$ cat src/rtl/multicycle_ctrl.sv
// rtl/multicycle_ctrl.sv - multicycle RV32I main control FSM
//
// Sequences FETCH -> DECODE -> EXEC -> [MEM] -> [WB] for the RV32I base
// opcodes and traps permanently on any illegal opcode.
//
// Configuration macro: MCC_MEM_WAIT_EN
//   defined   : FETCH/MEM hold their memory strobe until mem_ready=1
//   undefined : memory accesses complete in one cycle, mem_ready ignored
//
// Ports:
//   clk, rst_n          clock, asynchronous active-low reset
//   instr[31:0]         instruction register contents (valid from DECODE)
//   mem_ready           memory handshake (MCC_MEM_WAIT_EN builds only)
//   branch_taken        ALU compare result, sampled in EXEC
//   pc_we, ir_we, rf_we write strobes for PC, IR, register file
//   mem_re, mem_we      memory read / write strobes
//   imm_sel[2:0]        immediate type I=0 S=1 B=2 U=3 J=4
//   alu_src_b           ALU B operand: 0=rs2 1=immediate
//   wb_sel[1:0]         writeback source: 0=ALU 1=memory 2=PC+4
//   pc_sel              next PC: 0=PC+4 1=ALU target
//   illegal             sticky trap flag
//   state[2:0]          current FSM state
//   instret[31:0]       retired-instruction count

module multicycle_ctrl (
    input  logic        clk,
    input  logic        rst_n,
    input  logic [31:0] instr,
    input  logic        mem_ready,
    input  logic        branch_taken,
    output logic        pc_we,
    output logic        ir_we,
    output logic        rf_we,
    output logic        mem_re,
    output logic        mem_we,
    output logic [2:0]  imm_sel,
    output logic        alu_src_b,
    output logic [1:0]  wb_sel,
    output logic        pc_sel,
    output logic        illegal,
    output logic [2:0]  state,
    output logic [31:0] instret
);

    typedef enum logic [2:0] {
        S_FETCH  = 3'd0,
        S_DECODE = 3'd1,
        S_EXEC   = 3'd2,
        S_MEM    = 3'd3,
        S_WB     = 3'd4,
        S_TRAP   = 3'd5
    } state_e;

    typedef enum logic [3:0] {
        C_LUI, C_AUIPC, C_JAL, C_JALR, C_BRANCH,
        C_LOAD, C_STORE, C_OPIMM, C_OP, C_ILLEGAL
    } class_e;

    state_e      state_q, state_d;
    logic        illegal_q, illegal_d;
    logic [31:0] instret_q, instret_d;

    class_e      cls;
    logic        mem_done;
    logic        pc_we_c, ir_we_c, rf_we_c, mem_re_c, mem_we_c, pc_sel_c;

`ifdef MCC_MEM_WAIT_EN
    logic unused_in;
    assign unused_in = ^instr[31:12];
    assign mem_done  = mem_ready;
`else
    logic unused_in;
    assign unused_in = ^{instr[31:12], mem_ready};
    assign mem_done  = 1'b1;
`endif

    always_comb begin
        cls = C_ILLEGAL;
        case (instr[6:0])
            7'b0110111: cls = C_LUI;
            7'b0010111: cls = C_AUIPC;
            7'b1101111: cls = C_JAL;
            7'b1100111: cls = C_JALR;
            7'b1100011: cls = C_BRANCH;
            7'b0000011: cls = C_LOAD;
            7'b0100011: cls = C_STORE;
            7'b0010011: cls = C_OPIMM;
            7'b0110011: cls = C_OP;
            default:    cls = C_ILLEGAL;
        endcase
    end

    // Next-state and strobe logic
    always_comb begin
        state_d   = state_q;
        illegal_d = illegal_q;
        instret_d = instret_q;
        pc_we_c   = 1'b0;
        ir_we_c   = 1'b0;
        rf_we_c   = 1'b0;
        mem_re_c  = 1'b0;
        mem_we_c  = 1'b0;
        pc_sel_c  = 1'b0;

        case (state_q)
            S_FETCH: begin
                mem_re_c = 1'b1;
                if (mem_done) begin
                    ir_we_c = 1'b1;
                    pc_we_c = 1'b1;
                    state_d = S_DECODE;
                end
            end
            S_DECODE: begin
                state_d = (cls == C_ILLEGAL) ? S_TRAP : S_EXEC;
            end
            S_EXEC: begin
                case (cls)
                    C_BRANCH: begin
                        pc_sel_c = 1'b1;
                        pc_we_c  = branch_taken;
                        state_d  = S_FETCH;
                    end
                    C_JAL, C_JALR: begin
                        pc_sel_c = 1'b1;
                        pc_we_c  = 1'b1;
                        state_d  = S_WB;
                    end
                    C_LOAD, C_STORE: state_d = S_MEM;
                    default:         state_d = S_WB;
                endcase
            end
            S_MEM: begin
                mem_re_c = (cls == C_LOAD);
                mem_we_c = (cls == C_STORE);
                if (mem_done) begin
                    state_d = (cls == C_LOAD) ? S_WB : S_FETCH;
                end
            end
            S_WB: begin
                rf_we_c = (instr[11:7] != 5'd0);
                state_d = S_FETCH;
            end
            S_TRAP: begin
                state_d = S_TRAP;
            end
            default: begin
                state_d = S_TRAP;
            end
        endcase

        if (state_d == S_TRAP) begin
            illegal_d = 1'b1;
        end

        // Retirement: any return to FETCH out of an instruction's tail states
        if (state_d == S_FETCH &&
            (state_q == S_EXEC || state_q == S_MEM || state_q == S_WB)) begin
            instret_d = instret_q + 32'd1;
        end
    end

    always_ff @(posedge clk or negedge rst_n) begin
        if (!rst_n) begin
            state_q   <= S_FETCH;
            illegal_q <= 1'b0;
            instret_q <= 32'd0;
        end else begin
            state_q   <= state_d;
            illegal_q <= illegal_d;
            instret_q <= instret_d;
        end
    end

    // Strobes are gated with rst_n so they drop the moment reset asserts,
    // even though state_q already reads FETCH during reset.
    assign pc_we  = pc_we_c  & rst_n;
    assign ir_we  = ir_we_c  & rst_n;
    assign rf_we  = rf_we_c  & rst_n;
    assign mem_re = mem_re_c & rst_n;
    assign mem_we = mem_we_c & rst_n;
    assign pc_sel = pc_sel_c & rst_n;

    // Operand selects follow the decoded instruction from DECODE to WB only
    always_comb begin
        imm_sel   = 3'd0;
        alu_src_b = 1'b0;
        wb_sel    = 2'd0;
        if (state_q == S_DECODE || state_q == S_EXEC ||
            state_q == S_MEM    || state_q == S_WB) begin
            case (cls)
                C_LUI, C_AUIPC: imm_sel = 3'd3;
                C_JAL:          imm_sel = 3'd4;
                C_BRANCH:       imm_sel = 3'd2;
                C_STORE:        imm_sel = 3'd1;
                default:        imm_sel = 3'd0;
            endcase
            alu_src_b = !(cls == C_OP || cls == C_BRANCH || cls == C_ILLEGAL);
            case (cls)
                C_LOAD:        wb_sel = 2'd1;
                C_JAL, C_JALR: wb_sel = 2'd2;
                default:       wb_sel = 2'd0;
            endcase
        end
    end

    assign illegal = illegal_q;
    assign state   = state_q;
    assign instret = instret_q;

endmodule

$ cat config.mk
export PLATFORM = sky130hd
export DESIGN_NAME = multicycle_ctrl
export DESIGN_NICKNAME = d
export VERILOG_FILES = /design/src/rtl/multicycle_ctrl.sv
export SDC_FILE = /design/constraint.sdc
export NUM_CORES = 1
export LEC_CHECK = 0
export ABC_AREA = 0
export BUFFER_PORTS_ARGS = -buffer_cell sky130_fd_sc_hd__buf_2
export CAP_MARGIN = 20
export CORE_ASPECT_RATIO = 2
export CORE_MARGIN = 8
export CORE_UTILIZATION = 48
export DETAILED_ROUTE_END_ITERATION = 6
export GPL_TIMING_DRIVEN = 1
export PLACE_DENSITY = 0.83
export SETUP_SLACK_MARGIN = 0.05
export SYNTH_ARGS = -nofsm -noshare
export SYNTH_HDL_FRONTEND = slang
export SYNTH_SLANG_ARGS = --single-unit
$ cat constraint.sdc
create_clock -name clk -period 2.2 [get_ports clk]
set_input_delay 0.44 -clock clk [delete_from_list [all_inputs] [get_ports clk]]
set_output_delay 0.44 -clock clk [all_outputs]
set_load 0.02 [all_outputs]
Yosys cells after proc, flatten, opt, wreduce, memory -nomap -nowiden
Index checks and enable logic that the tools add are counted.
Widths: inputs -> output; s select.
{"block": "totals", "input_bits": 36, "ff_bits": 36}
{"block": "classes", "mux": 18, "reduce_logical": 17, "n_bitwise": 6, "addsub": 1, "eq_ne": 22}
{"operator": "$pmux 4 s9", "count": 1}
{"operator": "$add 32x1->32 const B", "count": 1}
{"operator": "$eq 7x6->1 const B", "count": 3}
{"operator": "$eq 7x7->1 const B", "count": 3}
{"operator": "$pmux 3 s5", "count": 1}
{"operator": "$eq 7x5->1 const B", "count": 2}
{"operator": "$eq 4x3->1 const B", "count": 3}
{"operator": "$pmux 3 s4", "count": 1}
{"operator": "$mux 3", "count": 3}
{"operator": "$eq 4x2->1 const B", "count": 2}
{"operator": "$eq 4x4->1 const B", "count": 2}
{"operator": "$eq 7x2->1 const B", "count": 1}
{"operator": "$logic_or 1x1->1", "count": 7}
{"operator": "$and 1x1->1", "count": 6}
{"operator": "$eq 3x2->1 const B", "count": 2}
{"operator": "$eq 3x3->1 const B", "count": 2}
{"operator": "$logic_not 3->1", "count": 2}
{"operator": "$mux 1", "count": 6}
{"operator": "$pmux 1 s2", "count": 3}
{"operator": "$pmux 3 s2", "count": 1}
{"operator": "$reduce_or 2->1", "count": 3}
{"operator": "$reduce_bool 5->1", "count": 1}
{"operator": "$eq 4x1->1 const B", "count": 1}
{"operator": "$logic_not 4->1", "count": 1}
{"operator": "other kinds (6)", "count": 6}

Logic depth before layout (Yosys ltp)
Gate-level depths: netlist of run 1.
{"block": "logic_depth", "ltp_word": 8, "depth_mapped": 8, "depth_no_buf": 5}

Worst setup path after synthesis of run 1
No wires, ideal clock.
{"block": "synth_timing", "kind": "flip-flop to output port", "startpoint": "reg state_q[2] (netlist: state[2])", "endpoint": "out pc_sel", "required_time_ps": 1760, "path_stages_with_launch": 6, "arrival_time_ps": 1983, "path_buffers": 1, "path_slack_ps": -223, "cell_sequence": "dfrtp_1 -> buf_2 -> nand2b_1 -> nor2_1 -> nand2_1 -> a2111oi_0"}
{"block": "synth_between", "elab_chain_cells": 3}
{"item": "from (decl)", "line": "59", "text": "state_e state_q, state_d;"}
{"item": "from (signal assigned)", "line": "169", "text": "state_q <= state_d;"}
{"item": "$eq 3x2->1", "line": "105", "text": "case (state_q)"}
{"item": "$mux 1", "line": "105"}
{"item": "$and 1x1->1", "line": "182", "text": "assign pc_sel = pc_sel_c & rst_n;"}
{"item": "to (decl)", "line": "39", "text": "output logic pc_sel,"}
No other way between the ends.

Final worst setup path of run 1
{"block": "layout_timing", "startpoint": "reg state_q[2] (netlist: state[2])", "endpoint": "reg instret_q[4] (netlist: instret[4])"}
{"block": "layout_between", "elab_chain_cells": 4}
{"item": "$eq 3x3->1 (tied with other cells)", "line": "105, 158"}
{"item": "$pmux 3 s5 or $logic_or 1x1->1 (tied branches)", "line": "105, 158"}
{"item": "$logic_not 3->1 or $logic_or 1x1->1 (tied branches)", "line": "157, 158"}
{"item": "$logic_and 1x1->1 *", "line": "157", "text": "if (state_d == S_FETCH &&"}
{"item": "to (signal assigned)", "line": "171", "text": "instret_q <= instret_d;"}
{"item": "to (decl)", "line": "61", "text": "logic [31:0] instret_q, instret_d;"}
Mark *: on every way between the ends. The rest lies on a longest branch, timed or not.
A chain may end at the register's enable or synchronous reset.

==> impl_metrics.env, run 1 <==
export IMPL_status="finished, final reports clean"
export IMPL_ys_top_cells_by_area="dfrtp_1, xor2_1, xnor2_1, nand4_1, nor3_1"
export IMPL_ys_flop_type="dfrtp_1"
export IMPL_crit_chain="or2_0 > o311a_1 > buf_4 > a211oi_2 > clkdlybuf4s15_2 > nand3_1 > xnor2_1"
export IMPL_setup_ws_ns=0.07316
export IMPL_arrival_ns=2.30
export IMPL_clock_sinks=36
export IMPL_leakage_nw=1.103
export IMPL_clock_latency_ns=0.29
export IMPL_grt_max_degree=38
export IMPL_routed_wl_mm=5.919
export IMPL_fin_crit_sh=0.9667
export IMPL_core_area_sq_mm=0.004254
export IMPL_ys_async_sr_fraction=1.000
export IMPL_netlist_area_leader_share=0.4340
export IMPL_syn_nets=253
export IMPL_synth_seq_cells=36
export IMPL_dieArea_sq_mm=0.006813
export IMPL_firstDrtPassIters=5
export IMPL_root_buffer="clkbuf_8"
export IMPL_ys_types=43
export IMPL_placed_cells=339
export IMPL_globalRouteOverflowTotal=0
export IMPL_period_needed_ns=2.127
export IMPL_netlist_area_sq_mm=0.002076
export IMPL_p_per_area_mw_per_mm2=712.8
export IMPL_stdcell_count=349
export IMPL_antenna_cells=0
export IMPL_critPathKind="flop to flop"
export IMPL_clk_pin_slew_worst_paths_ns=0.07
export IMPL_vias_per_cell=5.805
export IMPL_finalHoldViolCount=0
export IMPL_whs_ns=0.2220
export IMPL_die_x_um=62.50
export IMPL_tns_ns=0
export IMPL_synth_warnings=0
export IMPL_skew_ns=0.008003
export IMPL_postCtsHoldBufs=0
export IMPL_cts_buffers=5
export IMPL_initial_utilization=0.4879
export IMPL_maxCapViolCount=0
export IMPL_hpwl_mm=4.130
export IMPL_grt_first_pass_wirelength_mm=9.535
export IMPL_fin_area_sq_mm=0.002771
export IMPL_final_layout_size_suffix_gt1_frac=0.3898
export IMPL_synth_area_leader_cell="dfrtp_1"
export IMPL_wire_per_inst_um=16.96
export IMPL_antenna_found_initial=0
export IMPL_max_slew_worst_pin_slew_ns=0.5477
export IMPL_fmax_mhz=470.2
export IMPL_pre_cts_ws_ns=-0.07744
export IMPL_num_rows=34
export IMPL_cp_slowest_cell="dfrtp_1"
export IMPL_synth_most_common_cell="dfrtp_1"
export IMPL_die_h_um=109
export IMPL_track_usage=0.1681
export IMPL_total_power_mw=1.975
export IMPL_fillers=367
export IMPL_htree_levels=2
export IMPL_grt_pass1_vias=2157
export IMPL_post_synth_cell_area_avg_sq_um=9.610
export IMPL_slowest_delay_ns=0.45
export IMPL_drcViolationCount=0
export IMPL_path_max_fanout=6
export IMPL_vias=2026
export IMPL_post_route_util=0.6515
export IMPL_rsz0062_at_grt="true"
export IMPL_ant_nets=0
export IMPL_endpoint_kind="flop"
export IMPL_io_pins=84
export IMPL_cts_tree="yes"
export IMPL_gp_congestion=0.8781
export IMPL_netlist_instances=216
export IMPL_drt_iter0_markers=75
export IMPL_relSlewSlack=0.6349
export IMPL_clockBufferDepth=2
export IMPL_startpoint_type="flop"
export IMPL_yosysSeqAreaShare=0.4340
export IMPL_finalNetCount=332
export IMPL_synth_edff_count=0
export IMPL_setup_viol=0
export IMPL_portBuffers=62
export IMPL_synth_commonest_cells="dfrtp_1, xor2_1, nand2_1, nor3_1, nand3_1"
export IMPL_hp_class="input pin to asynchronous set/reset pin"
export IMPL_placed_area_sq_mm=0.002574
export IMPL_vdd_drop_max_mv=0.7739
export IMPL_cp_required_ns=2.37
export IMPL_syn_to_final_growth_pct=33.51
export IMPL_slew_viol_final=0
==> power breakdown <==
part	leakage (nW)	total [mW]	switching (mW)	internal (mW)
Sequential	0.390	0.764	0.0559	0.708
Clock	0.0410	0.438	0.223	0.215
Combinational	0.673	0.773	0.493	0.280
Total	1.10	1.98	0.772	1.20
==> registers in the layout, summed over array words and instances (netlist names) <==
name	flops
instret	32
state	3
illegal	1
==> layout by cell type (no fill, tap or decap), drive strengths merged, types with 2 or more instances in the layout <==
master  instances
buf            85
dfrtp          36
xor2           20
nand2          18
nor3           15
nand3          14
nor4           14
xnor2          13
nand4          12
nor2           12
clkbuf          6
inv             4
and4            4
or3             4
and3            3
nand2b          3
o311a           2
o31ai           2
a21oi           2
o211a           2
a311oi          2
and2            2
nor3b           2
nor2b           2
==> area by class of cell <==
| type | instances | area, sq um | share of cell area |
|---|---|---|---|
| repair buffers | 86 | 515.5 | 0.1860 |
| inverters | 4 | 15.01 | 0.005418 |
| flip-flops and latches | 36 | 900.9 | 0.3251 |
| clock buffers | 6 | 72.57 | 0.02619 |
| multi-input cells | 162 | 1195 | 0.4312 |
| well taps | 54 | 67.56 | 0.02438 |
| clock inverters | 1 | 5.005 | 0.001806 |
==> cell families (layout without fill, tap and decap cells) <==
kind of cell,count (synthesis),in the layout,synth area share
fa+ha+maj,1,1,0.006027
buf+inv,18,97,0.04339
flops,36,36,0.4340
simple gates,109,109,0.2978
compound gates,19,19,0.07958
xor+xnor,33,33,0.1392
==> worst max-delay path: cells and delay by family (launching register included) <==
family | cells | cell delay, ns
DFF | 1 | 0.45
buffers and inverters | 2 | 0.46
xor gates and xnor gates | 1 | 0.17
AOI/OAI and AO/OA | 2 | 0.57
and+or+nand+nor | 2 | 0.36
==> timing repair <==
action | 4_1_cts | 5_1_grt
gates cloned | 0 | 1
setup endpoints to repair | 2 | 11
buffers inserted | 0 | 2
resized for setup | 4 | 15
pin swaps | 0 | 5
==> path summary, 6_finish.rpt <==
kind                       startpoint          end  slack (ns)  cells past startpoint
min in group clk              illegal      illegal        0.48                      2
max in group asynchronous       rst_n  instret[27]        1.66                      2
min reg2reg                   illegal      illegal        0.48                      2
max                          state[2]   instret[4]        0.07                      7
min                             rst_n  instret[10]        0.22                      2
max reg2reg                  state[2]   instret[4]        0.07                      7
==> routing by layer <==
metal / up-vias / track usage / share of wire
met5: - / 0 / 0
met4: 0 / 0.06404 / 0.0096
met3: 6 / 0.05658 / 0.070
met2: 70 / 0.2986 / 0.53
met1: 1008 / 0.1802 / 0.39
li1: 942 / - / -
No activity file was read; power rests on OpenSTA's default activity.
==> run 2, diff against run 1 <==
--- a/config.mk
+++ b/config.mk
@@ -8,9 +8,11 @@
 export ABC_AREA = 0
 export BUFFER_PORTS_ARGS = -buffer_cell sky130_fd_sc_hd__buf_2
 export CAP_MARGIN = 20
+export CELL_PAD_IN_SITES_DETAIL_PLACEMENT = 0
+export CELL_PAD_IN_SITES_GLOBAL_PLACEMENT = 1
 export CORE_ASPECT_RATIO = 2
 export CORE_MARGIN = 8
-export CORE_UTILIZATION = 48
+export CORE_UTILIZATION = 35
 export DETAILED_ROUTE_END_ITERATION = 6
 export GPL_TIMING_DRIVEN = 1
 export PLACE_DENSITY = 0.83
==> run 2 against run 1 <==
Effect of this change:
- fmax up 1.3%
- utilization down 16 points
- critical path type is now input pin to primary output
- largest cell class unchanged
- die area up 29%
==> impl_metrics.env, run 2 (synthesis gave the netlist of run 1 again) <==
export IMPL_p_per_area_mw_per_mm2=771.3
export IMPL_path_max_fanout=4
export IMPL_cts_tree="yes"
export IMPL_cp_slowest_cell="or4bb_4"
export IMPL_cp_common_cell="buf_2"
export IMPL_clk_pin_slew_worst_paths_ns=0.05
export IMPL_grt_max_degree=37
export IMPL_clock_sinks=36
export IMPL_pre_cts_ws_ns=-0.03741
export IMPL_cp_required_ns=1.76
export IMPL_rsz0062_at_grt="true"
export IMPL_path_buf_inv=3
export IMPL_maxCapViolCount=0
export IMPL_track_usage=0.1334
export IMPL_rrSetupSlack_ns=0.16
export IMPL_max_slew_worst_pin_slew_ns=0.4928
export IMPL_period_needed_ns=2.099
export IMPL_placed_area_sq_mm=0.002635
export IMPL_routed_wl_mm=5.968
export IMPL_drt_iter0_markers=93
export IMPL_root_buffer="clkbuf_16"
export IMPL_firstDrtPassIters=4
export IMPL_setup_ws_ns=0.1007
export IMPL_drcViolationCount=0
export IMPL_fillers=538
export IMPL_post_cts_repair_setup_buffers=0
export IMPL_hp_class="input pin to asynchronous set/reset pin"
export IMPL_vias_per_cell=5.439
export IMPL_num_rows=39
export IMPL_core_area_sq_mm=0.005709
export IMPL_post_route_util=0.4909
export IMPL_finalNetCount=336
export IMPL_syn_to_final_growth_pct=35.02
export IMPL_grt_pass1_vias=1987
export IMPL_fmax_mhz=476.3
export IMPL_globalRouteOverflowTotal=0
export IMPL_finalHoldViolCount=0
export IMPL_r2r_start="state[2]"
export IMPL_grt_busiest_layer="met2"
export IMPL_portBuffers=62
export IMPL_grtUsageMet2=0.2454
export IMPL_fin_area_sq_mm=0.002803
export IMPL_cpLargestDelayFamily="simple AND/OR/NAND/NOR gates"
export IMPL_wire_per_inst_um=16.58
export IMPL_startpoint_type="input pin"
export IMPL_hpwl_mm=4.660
export IMPL_ant_nets=0
export IMPL_skew_ns=0.006078
export IMPL_die_h_um=124.9
export IMPL_mostFrequentLayoutCells="buf_2, dfrtp_1, buf_4, xor2_1, nand2_1"
export IMPL_whs_ns=0.3377
export IMPL_fin_crit_sh=0.9542
export IMPL_vias=1958
export IMPL_initial_utilization=0.3636
export IMPL_die_x_um=70.46
export IMPL_cts_buffers=5
export IMPL_crit_chain="buf_2 > or4bb_4 > buf_4 > nor3_1 > buf_2"
export IMPL_largest_reg_flops=32
export IMPL_postCtsHoldBufs=0
export IMPL_final_common_cell="buf_2"
export IMPL_htree_levels=2
export IMPL_antenna_found_initial=0
export IMPL_final_layout_size_suffix_gt1_frac=0.3746
export IMPL_critPathKind="input pin to primary output"
export IMPL_antenna_cells=0
export IMPL_reg2reg_to="instret[19]"
export IMPL_clock_latency_ns=0.28
export IMPL_leakage_nw=1.138
export IMPL_endpoint_kind="primary output"
export IMPL_slowest_delay_ns=0.59
export IMPL_dieArea_sq_mm=0.008801
export IMPL_clockBufferDepth=2
export IMPL_io_pins=84
export IMPL_path_depth=5
export IMPL_r2r_cells=6
export IMPL_setup_viol=0
export IMPL_gp_congestion=0.8129
export IMPL_slew_viol_final=0
export IMPL_crit_path_end="imm_sel[0]"
export IMPL_status="finished, final reports clean"
export IMPL_relSlewSlack=0.6715
export IMPL_arrival_ns=1.66
export IMPL_grt_met3_usage=0.03190
export IMPL_use_met1=0.1407
export IMPL_crit_path_start="instr[3]"
export IMPL_grt_first_pass_wirelength_mm=9.867
export IMPL_vdd_drop_max_mv=0.7563
==> run 2: changes by cell type in the layout (fill, tap and decap cells not counted), moves of 3 or more <==
| cell | delta |
|---|---|
| buf_4 | +5 |
| nor4_1 | +4 |
| clkbuf_8 | -5 |
| clkbuf_16 | +5 |
| nor4_2 | -3 |
==> run 2: per-stage QoR <==
step / TNS [ns] / std cells / power, mW
3_3_place_gp: -0.2535 / 353 / 1.501
2_1_floorplan: -0.04737 / 216 / 1.220
4_1_cts: 0 / 360 / 2.178
5_1_grt: 0 / 360 / 2.280
6_report: 0 / 360 / 2.162
3_5_place_dp: -0.2628 / 353 / 1.508
==> run 2: what timing repair did <==
| item | in CTS | in global routing |
|---|---|---|
| resized for setup | 3 | 6 |
| setup endpoints to repair | 3 | 9 |
| pin swaps | 0 | 0 |
==> run 2: worst min-delay path by stage <==
| stage | depth (start not counted) | start | end |
|---|---|---|---|
| floorplan | 0 | rst_n | illegal |
| global placement | 1 | instret[31] | instret[31] |
| detailed placement | 1 | instret[31] | instret[31] |
| CTS | 2 | rst_n | instret[9] |
| global route | 2 | rst_n | instret[9] |
| finish | 2 | rst_n | instret[9] |
==> run 2: routing by layer <==
layer	wire (um)	share of wire	vias to the layer above
li1	-	-	946
met1	2258	0.38	933
met2	3292	0.55	71
met3	325	0.054	8
met4	92	0.015	0
met5	0	0	-
==> run 2: final cells by class <==
class,instances,area [sq um],share of cell area
Timing Repair Buffer,90,535.5,0.1911
Clock buffer,6,128.9,0.04598
Inverter,4,15.01,0.005357
Clock inverter,1,5.005,0.001786
Tap cell,61,76.32,0.02723
Multi-Input combinational cell,162,1140,0.4067
Sequential cell,36,902.1,0.3219
==> run 2: power breakdown <==
part | internal, mW | switching [mW] | leakage, nW
Combinational | 0.281 | 0.438 | 0.682
Clock | 0.411 | 0.247 | 0.0667
Sequential | 0.711 | 0.0750 | 0.389
==> run 2: worst reg2reg max path: cells and delay by family, from the launching register on <==
kind / cells / cell delay (ns)
AND/OR/NAND/NOR: 2 / 0.61
buffers and inverters: 1 / 0.17
XOR/XNOR: 1 / 0.17
flip-flops: 1 / 0.41
AO/OA/AOI/OAI: 2 / 0.61
==> run 3, diff against run 2 <==
==> config.mk (replaced) <==
export PLATFORM = sky130hd
export DESIGN_NAME = multicycle_ctrl
export DESIGN_NICKNAME = d
export VERILOG_FILES = /design/src/rtl/multicycle_ctrl.sv
export SDC_FILE = /design/constraint.sdc
export NUM_CORES = 1
export LEC_CHECK = 0
export ABC_AREA = 0
export CAP_MARGIN = 20
export CELL_PAD_IN_SITES_DETAIL_PLACEMENT = 0
export CELL_PAD_IN_SITES_GLOBAL_PLACEMENT = 1
export CORE_ASPECT_RATIO = 2
export CORE_MARGIN = 8
export CORE_UTILIZATION = 46
export DETAILED_ROUTE_END_ITERATION = 6
export DONT_BUFFER_PORTS = 1
export GPL_TIMING_DRIVEN = 1
export PLACE_DENSITY = 0.83
export SETUP_SLACK_MARGIN = 0.4
export SYNTH_ARGS = -nofsm -noshare
export SYNTH_HDL_FRONTEND = slang
export SYNTH_SLANG_ARGS = --single-unit
==> constraint.sdc (replaced) <==
create_clock -name clk -period 2.2 [get_ports clk]
set_input_delay 0.22 -clock clk [delete_from_list [all_inputs] [get_ports clk]]
set_output_delay 0.22 -clock clk [all_outputs]
set_load 0.02 [all_outputs]
==> run 3 against run 2 <==
Effect of this change:
- combinational power is 26% higher
- via count is 2.0% lower
- utilization is 19 points higher
- critical endpoint is now instret[3]
- sequential cell count stayed put
==> impl_metrics.env, run 3 (synthesis gave the netlist of run 1 again) <==
export IMPL_status="finished, final reports clean"
export IMPL_r2r_cells=8
export IMPL_num_rows=34
export IMPL_final_layout_size_suffix_gt1_frac=0.3731
export IMPL_fillers=354
export IMPL_fin_crit_sh=0.8833
export IMPL_hpwl_mm=4.747
export IMPL_cts_buffers=5
export IMPL_critPathKind="flop to flop"
export IMPL_maxCapViolCount=0
export IMPL_grt_max_degree=37
export IMPL_core_area_sq_mm=0.004339
export IMPL_vdd_drop_max_mv=0.6904
export IMPL_leakage_nw=1.194
export IMPL_antenna_cells=0
export IMPL_clockBufferDepth=2
export IMPL_firstDrtPassIters=4
export IMPL_finalNetCount=296
export IMPL_routed_wl_mm=6.606
export IMPL_setup_viol=0
export IMPL_rsz0062_at_grt="true"
export IMPL_fmax_mhz=514.6
export IMPL_hp_class="input pin to flop"
export IMPL_wire_per_inst_um=21.04
export IMPL_portBuffers=0
export IMPL_track_usage=0.1855
export IMPL_r2r_start="state[1]"
export IMPL_whs_ns=0.1489
export IMPL_cts_tree="yes"
export IMPL_die_x_um=63.50
export IMPL_setup_ws_ns=0.2568
export IMPL_die_h_um=111
export IMPL_post_route_util=0.6840
export IMPL_ant_nets=0
export IMPL_max_slew_worst_pin_slew_ns=0.5623
export IMPL_htree_levels=2
export IMPL_path_max_fanout=12
export IMPL_drcViolationCount=0
export IMPL_initial_utilization=0.4784
export IMPL_gp_congestion=0.8490
export IMPL_cp_required_ns=2.36
export IMPL_antenna_found_initial=0
export IMPL_drt_iter0_markers=115
export IMPL_grt_first_pass_wirelength_mm=10.64
export IMPL_dieArea_sq_mm=0.007049
export IMPL_mostFrequentLayoutCells="buf_4, dfrtp_1, xor2_1, nand2_1"
export IMPL_startpoint_type="flop"
export IMPL_globalRouteOverflowTotal=0
export IMPL_total_power_mw=2.273
export IMPL_clock_sinks=36
export IMPL_rrSetupSlack_ns=0.26
export IMPL_syn_to_final_growth_pct=42.98
export IMPL_clock_latency_ns=0.28
export IMPL_reg2reg_to="instret[3]"
export IMPL_clk_pin_slew_worst_paths_ns=0.07
export IMPL_relSlewSlack=0.6242
export IMPL_pre_cts_ws_ns=0.07416
export IMPL_root_buffer="clkbuf_8"
export IMPL_largest_reg_flops=32
export IMPL_skew_ns=0.006183
export IMPL_arrival_ns=2.10
export IMPL_finalHoldViolCount=0
export IMPL_io_pins=84
export IMPL_period_needed_ns=1.943
export IMPL_tns_ns=0
export IMPL_grt_pass1_vias=2150
export IMPL_hold_path_depth=2
export IMPL_crit_path_end="instret[3]"
export IMPL_vias=1919
export IMPL_p_per_area_mw_per_mm2=765.7
export IMPL_vias_per_cell=6.111
export IMPL_slew_viol_final=0
export IMPL_endpoint_kind="flop"
export IMPL_final_common_cell="buf_4"
export IMPL_crit_path_start="state[1]"
-- run 3: cell count changes in the layout (fill, tap and decap cells not counted), moves of 3 or more --
| cell | before | now |
|---|---|---|
| buf_2 | 61 | 0 |
| buf_4 | 28 | 43 |
| buf_6 | 0 | 3 |
| clkbuf_16 | 5 | 0 |
| clkbuf_8 | 0 | 7 |
| nor2_4 | 0 | 3 |
| nor3_1 | 14 | 5 |
| nor3_2 | 0 | 6 |
| nor3_4 | 1 | 4 |
| nor4_1 | 10 | 2 |
| nor4_2 | 4 | 1 |
| nor4_4 | 0 | 11 |
-- run 3: layout make-up --
cell class | instances | area [sq um] | share of cell area
multi-input cells | 162 | 1451 | 0.4890
repair buffers | 50 | 426.7 | 0.1438
clock buffers | 8 | 100.1 | 0.03373
inverters | 4 | 15.01 | 0.005059
flip-flops and latches | 36 | 907.1 | 0.3056
well taps | 54 | 67.56 | 0.02277
-- run 3: worst min path at each step --
stage / startpoint / endpoint / slack, ns
after floorplan: rst_n / illegal / -0.08
after global placement: rst_n / instret[12] / -0.07
after detailed placement: rst_n / instret[13] / -0.07
after CTS: instr[4] / state[0] / 0.13
after global routing: instr[4] / state[0] / 0.13
final: instr[4] / state[0] / 0.15
-- run 3: layer usage --
layer | routed length [um] | vias to the layer above | track usage
met1 | 2050 | 958 | 0.1586
met4 | 193 | 0 | 0.09445
met2 | 3894 | 71 | 0.3515
met5 | 0 | - | 0
li1 | - | 874 | -
met3 | 468 | 16 | 0.06883
-- run 3: power by group --
group | internal [mW] | switching [mW]
registers | 0.714 | 0.147
clock network | 0.286 | 0.224
logic | 0.357 | 0.545
-- run 3: metrics by stage --
stage	cell area [sq um]	cells
floorplan	2360	216
global placement	2562	288
detailed placement	2562	288
CTS	2878	311
global route	2968	314
finish	2968	314
-- run 3: critical path, cell delays in order, from the launching register on --
cell and delay, ns:
dfrtp_2 0.51, buf_6 0.17, nand2_1 0.15, nor3_4 0.07
buf_4 0.14, a211oi_1 0.22, buf_4 0.24, o2111ai_1 0.15
xnor2_1 0.17
-- run 3: what timing repair did --
| item | in CTS | in global routing |
|---|---|---|
| gates cloned | 0 | 0 |
| setup buffers | 13 | 3 |
| pin swaps | 11 | 9 |
| hold buffers | 2 | 0 |
| hold endpoints to repair | 36 | 0 |
| resized for setup | 21 | 12 |
| endpoints found under the setup margin | 42 | 40 |
